[src/rtl/fifo_stream_reader.sv]
// fifo_stream_reader: drains a registered-output FIFO into a valid/ready
// stream through a 3-entry prefetch buffer and marks burst boundaries.
module fifo_stream_reader #(
  parameter int unsigned DATA_WIDTH = 8,
  parameter int unsigned BURST_LEN  = 4
) (
  input  logic                  clk,
  input  logic                  rst,
  output logic                  fifo_rd_en,
  input  logic [DATA_WIDTH-1:0] fifo_data_out,
  input  logic                  fifo_empty,
  input  logic                  clear,
  output logic                  m_valid,
  input  logic                  m_ready,
  output logic [DATA_WIDTH-1:0] m_data,
  output logic                  m_last,
  output logic [1:0]            level
);

  localparam int unsigned DEPTH     = 3;
  localparam int unsigned CNT_W     = 8;
  localparam logic [CNT_W-1:0] LAST_BEAT = CNT_W'(BURST_LEN - 1);

  logic [DATA_WIDTH-1:0] r_buf [DEPTH];
  logic [1:0]            r_rd_ptr;
  logic [1:0]            r_wr_ptr;
  logic [1:0]            r_level;
  logic                  r_inflight;
  logic [CNT_W-1:0]      r_beat_cnt;

  logic                  w_push;
  logic                  w_pop;
  logic [2:0]            w_occupancy;

  // Advance a buffer pointer, wrapping after the last entry.
  function automatic logic [1:0] ptr_inc(input logic [1:0] p);
    return (p == 2'd2) ? 2'd0 : p + 2'd1;
  endfunction

  // Handshake decode and read issue; a read is only issued when the word it
  // returns is guaranteed a free slot, counting the word already in flight.
  always_comb begin
    w_push      = r_inflight;
    w_pop       = m_valid && m_ready;
    w_occupancy = 3'(r_level) + 3'(r_inflight);
    fifo_rd_en  = !rst && !fifo_empty && !clear && (w_occupancy < 3'd3);
  end

  // Stream outputs presented from the buffer head.
  always_comb begin
    m_valid = (r_level != 2'd0);
    m_data  = r_buf[r_rd_ptr];
    m_last  = m_valid && (r_beat_cnt == LAST_BEAT);
    level   = r_level;
  end

  // Pointers, occupancy, in-flight read tracking and burst beat counter.
  always_ff @(posedge clk or posedge rst) begin
    if (rst) begin
      r_rd_ptr   <= 2'd0;
      r_wr_ptr   <= 2'd0;
      r_level    <= 2'd0;
      r_inflight <= 1'b0;
      r_beat_cnt <= '0;
    end else if (clear) begin
      r_rd_ptr   <= 2'd0;
      r_wr_ptr   <= 2'd0;
      r_level    <= 2'd0;
      r_inflight <= 1'b0;
      r_beat_cnt <= '0;
    end else begin
      r_inflight <= fifo_rd_en;
      if (w_push) r_wr_ptr <= ptr_inc(r_wr_ptr);
      if (w_pop) begin
        r_rd_ptr   <= ptr_inc(r_rd_ptr);
        r_beat_cnt <= (r_beat_cnt == LAST_BEAT) ? '0 : r_beat_cnt + CNT_W'(1);
      end
      case ({w_push, w_pop})
        2'b10:   r_level <= r_level + 2'd1;
        2'b01:   r_level <= r_level - 2'd1;
        default: r_level <= r_level;
      endcase
    end
  end

  // Buffer storage; a word returning during clear is dropped.
  always_ff @(posedge clk or posedge rst) begin
    if (rst) begin
      for (int unsigned i = 0; i < DEPTH; i++) r_buf[i] <= '0;
    end else if (w_push && !clear) begin
      r_buf[r_wr_ptr] <= fifo_data_out;
    end
  end

endmodule

[config.mk]
export PLATFORM = sky130hd
export DESIGN_NAME = fifo_stream_reader
export DESIGN_NICKNAME = d
export VERILOG_FILES = /design/src/rtl/fifo_stream_reader.sv
export SDC_FILE = /design/constraint.sdc
export NUM_CORES = 1
export LEC_CHECK = 0
export BUFFER_PORTS_ARGS = -buffer_cell sky130_fd_sc_hd__buf_2
export CAP_MARGIN = 10
export CELL_PAD_IN_SITES_DETAIL_PLACEMENT = 2
export CELL_PAD_IN_SITES_GLOBAL_PLACEMENT = 2
export CORE_MARGIN = 1.5
export CORE_UTILIZATION = 35
export DETAILED_ROUTE_END_ITERATION = 10
export GPL_TIMING_DRIVEN = 0
export HOLD_SLACK_MARGIN = 0.1
export PLACE_DENSITY = 0.82
export SYNTH_ARGS = -nofsm -noshare
export SYNTH_HDL_FRONTEND = slang
export SYNTH_SLANG_ARGS = --single-unit
[constraint.sdc]
create_clock -name clk -period 2.71 [get_ports clk]
set_input_delay 0.271 -clock clk [delete_from_list [all_inputs] [get_ports clk]]
set_output_delay 0.271 -clock clk [all_outputs]
set_load 0.02 [all_outputs]
-- After elaboration in Yosys (flattened, before gate mapping)
Cells that the tools add are included.
- register bits: 39
- bits in latches: 0
- memories kept: 0
- RAM bits: 0
- output and inout bits: 13
- ROM bits: 0
- input port bits: 13
- logic and storage cells: 57
- multipliers: 0
- div/mod/pow operators: 0
- bitwise operators: 2
- eq/ne operators: 5
- multiplexer cells: 18
- add/sub/neg operators: 6
- reductions and logical operators: 14
- order comparisons: 4
- shifts and indexed selects: 0
- operators with widths (operator ; number):
    two-way mux 8 bit ; 6
    bitwise mux 24 bit ; 1
    binary-select mux 8 bit (select 2 bit) ; 1
    demux 8 bit (select 2 bit) ; 1
    two-way mux 2 bit ; 7
    adder 8 x 1 -> 8 bit (second input constant) ; 1
    == test 8 x 2 -> 1 bit (second input constant) ; 1
    logical AND 1 bit ; 7
    adder 2 x 1 -> 2 bit (second input constant) ; 3
    == test 2 bit (second input constant) ; 3
    greater-or-equal comparator 3 bit (second input constant) ; 2
    NOT 2 -> 3 bit ; 2
    nonzero test 2 bit ; 3
    case mux 2 bit (2 select lines) ; 1
    adder 2 x 1 -> 3 bit ; 1
    zero test 1 bit ; 3
    less-than comparator 3 x 1 -> 1 bit (second input constant) ; 1
    less-than comparator 3 x 2 -> 1 bit (second input constant) ; 1
    nonzero test 3 bit ; 1
    == test 2 x 1 -> 1 bit (second input constant) ; 1
    subtractor 2 x 1 -> 2 bit (second input constant) ; 1
    two-way mux 1 bit ; 1

-- Logic depth before layout (Yosys ltp)
- depth in word-level cells: 6
- mapped depth: 5

-- Least setup slack after synthesis
OpenSTA, ideal clock, no wires.
- path kind: reg-to-output
- start point: reg r_level[0] (netlist: level[0])
- end point: out fifo_rd_en
- required time: 2439 ps
- stages on the path, launching flop included: 5
- path slack: 834 ps
- buffers on the path: 0
- data arrival time: 1605 ps
- cells stage by stage: dfrtp_1 -> ha_1 -> ha_1 -> or4_1 -> a21oi_1
- word-level cells in the longest chain between the ends: 3
- ends and longest elaborated chain (element ; line ; RTL):
    start, declared ; 27 ; logic [1:0] r_level;
    start signal, assigned ; 79 ; 2'b10: r_level <= r_level + 2'd1;
    start signal, assigned ; 80 ; 2'b01: r_level <= r_level - 2'd1;
    start signal, assigned ; 81 ; default: r_level <= r_level;
    adder 2 x 1 -> 3 bit ; 45 ; w_occupancy = 3'(r_level) + 3'(r_inflight);
    less-than comparator 3 x 2 -> 1 bit ; 46 ; fifo_rd_en = !rst && !fifo_empty && !clear && (w_occupancy < 3'd3);
    logical AND 1 bit ; 46 ;
    end, declared ; 9 ; output logic fifo_rd_en,
No other way between the ends.

-- Worst setup path after layout
- start point: reg r_rd_ptr[1]
- end point: out m_data[6]
- word-level cells in the longest chain between the ends: 4
- ends and longest elaborated chain (element ; line ; RTL):
    start, declared ; 25 ; logic [1:0] r_rd_ptr;
    start signal, assigned ; 75 ; r_rd_ptr <= ptr_inc(r_rd_ptr);
    NOT 2 -> 3 bit (implied by the code) ; 52 ; m_data = r_buf[r_rd_ptr];
    binary-select mux 8 bit (select 2 bit) ; 52 ;
    two-way mux 8 bit (implied by the code) (2 in series) ; 52 ;
    end, declared ; 15 ; output logic [DATA_WIDTH-1:0] m_data,
No other way between the ends. The select of a mux whose other input is x is not followed.

==> reports/metrics.yaml <==
status: "finished, final reports clean"
worstSetupPathType: "reg -> out"
cts_made_buffers: 5
die_w_um: 76.9
cts_tree: "done"
worstRegToRegCells: 5
cp_data_required_time_ns: 2.44
grt_pass1_wl_um: 8020
fin_util_pct: 43.3
crit_slowest_cell: "buf_1"
root_buffer: "clkbuf_8"
clk_latency_ns: 0.29
core_um2: 5170
hpwl_um: 3300
fin_skew_ns: 0.00488
design_area_um2: 2240
synth.avg_cell_area_um2: 11.7
stdcell_count: 265
h-tree-depth: 2
start_util_pct: 37.0
slew_viol_final: 0
worstSetupStartpointType: "register"
overflow: 0
final.period_utilization_pct: 81.3
maxSlewHeadroom_pct: 44.0
netlist.area_leader.share_pct: 51.0
synthCells: 163
die_y_um: 76.9
end_kind: "output pin"
synth_edf_count: 0
n_antenna_cell: 0
dieArea_um2: 5920
clockBufferDepth: 2
io_buffers: 24
crit_path_start: "r_rd_ptr[1]"
synth.most_common_cell: "dfrtp_1"
synth_warnings: 0
min_path_type: "in -> async"
vias: 1383
rsz0062_at_grt: "no"
power.density_nw_per_um2: 648
synthTopCellsByArea: "dfrtp_1 51%, mux2_2 14%, mux2i_1 4.2%, xor2_1 2.7%, nand2_1 2.6%"
synthToLayoutAreaGrowth_pct: 17.0
drt-wirelength-per-cell_um: 17.3
setup_viol: 0
setup_tns_ns: 0
crit_chain: "clkbuf_1, buf_1, nand2_1, o22ai_1, buf_2"
ios: 26
fmax_mhz: 454
firstDrtPassIters: 4
cts-resized-gates: 0
r2r-end: "r_beat_cnt[4]"
synth_nets: 179
post_cts_buffers: 0
clkTransAtPathRegs_ns: 0.08
grt_max_degree: 40
async_reset_ff_share_pct: 100
dp_cells: 257
drcViolationCount: 0
ir_worst_vdd_v: 0.000202
p_leak_nw: 1.02
antenna_found_initial: 0
placed_area_um2: 2120
cp_max_fo: 10
ys_seq_area_share_pct: 51.0
synth_common_cells: "39 x dfrtp_1, 24 x mux2_2, 13 x nand2_1, 12 x nor2_1, 9 x a21oi_1"
drt_iter0_markers: 28
holdBufCountCts: 0
wl_um: 4600
cap_violations: 0
worst_pin_slew_ns: 0.839
drive_gt1_share_pct: 33.3
row_count: 26
finalHoldViolCount: 0
layout_min_cycle_time_ns: 2.20
slowest_delay_ns: 0.44
ys.flop_type: "dfrtp_1"
synth_cell_types: 33
nets: 210
ys_seq_elements: 39
cp.arrival_ns: 1.93
synth_top_area_cell: "dfrtp_1"
cts.sinks: 39
reg2reg_from: "r_beat_cnt[0]"
syn_area_um2: 1910
place.gp.congestion: 0.783
grt_pass1_vias: 1592
gr-usage-all-layers_pct: 17.5
vias_per_cell: 5.22
r2r_slack_ns: 0.79
drtAntennaViolNets: 0
## flip-flops by register name, summed over array words and instances, names as in the netlist
name        flops
r_buf          24
level           2
r_inflight      1
r_beat_cnt      8
r_rd_ptr        2
r_wr_ptr        2
## worst max-delay path by stage
stage	end	slack (ns)	depth (start not counted)
2_1_floorplan	fifo_rd_en	0.83	4
3_3_place_gp	m_data[6]	0.88	5
3_5_place_dp	r_beat_cnt[4]	0.76	5
4_1_cts	m_data[6]	0.45	5
5_1_grt	m_data[6]	0.34	5
6_report	m_data[6]	0.51	5
## final cells by class
type	instances	area, um^2
flip-flops and latches	39	976
well taps	70	87.6
clock buffers	6	82.6
fillers	534	2930
repair buffers	24	120
inverters	3	11.3
plain buffers	7	35.0
clock inverters	2	35.0
multi-input cells	114	891
## kinds of logic after synthesis
group | synth area share (%)
AND/OR/NAND/NOR | 13.3
flip-flops | 51.0
multiplexers | 18.3
AO/OA/AOI/OAI | 9.29
buffers and inverters | 2.42
XOR/XNOR | 3.66
adder cells (fa/ha/maj) | 1.96
## routing by layer
layer | up-vias | track usage [%] | share of wire [%]
li1 | 643 | - | -
met1 | 704 | 20.7 | 41
met2 | 31 | 31.7 | 54
met3 | 5 | 2.98 | 3.3
met4 | 0 | 6.11 | 1.2
met5 | - | 0 | 0
## per-stage QoR
| stage | setup slack [ns] | total power [W] | hold WS, ns |
|---|---|---|---|
| final | 0.507 | 0.00145 | 0.151 |
| after global routing | 0.343 | 0.00153 | 0.217 |
| after CTS | 0.451 | 0.00148 | 0.178 |
| after detailed placement | 0.756 | 0.000971 | 0.495 |
| after global placement | 0.880 | 0.000948 | 0.488 |
| after floorplan | 0.834 | 0.000873 | 0.423 |
## critical path, delay by kind of cell (launching register included)
family	cells	cell delay, ns
DFF	1	0.34
AOI/OAI and AO/OA	1	0.17
buffers and inverters	3	1.00
and+or+nand+nor	1	0.12
## cells in the final DEF, fill, tap and decap left out, types with 2 or more instances in the layout
master / netlist / final
dfrtp_1: 39 / 39
buf_2: 1 / 25
mux2_2: 24 / 24
nand2_1: 13 / 13
nor2_1: 12 / 12
a21oi_1: 9 / 9
mux2i_1: 8 / 8
o22ai_1: 7 / 7
xor2_1: 6 / 6
clkbuf_8: 0 / 6
clkbuf_1: 4 / 4
o21ai_0: 3 / 3
nor3_1: 3 / 3
and3_1: 3 / 3
o2111ai_1: 3 / 3
ha_1: 3 / 3
inv_1: 3 / 2
and4_1: 2 / 2
nand3b_1: 2 / 2
nor3b_4: 2 / 2
o211ai_1: 2 / 2
xnor2_1: 2 / 2
## power breakdown
group          internal [W]  switching [W]
registers          0.000639      0.0000346
clock network      0.000298       0.000201
logic              0.000119       0.000159
total               0.00106       0.000395
Power figures use the tool's default switching activity.
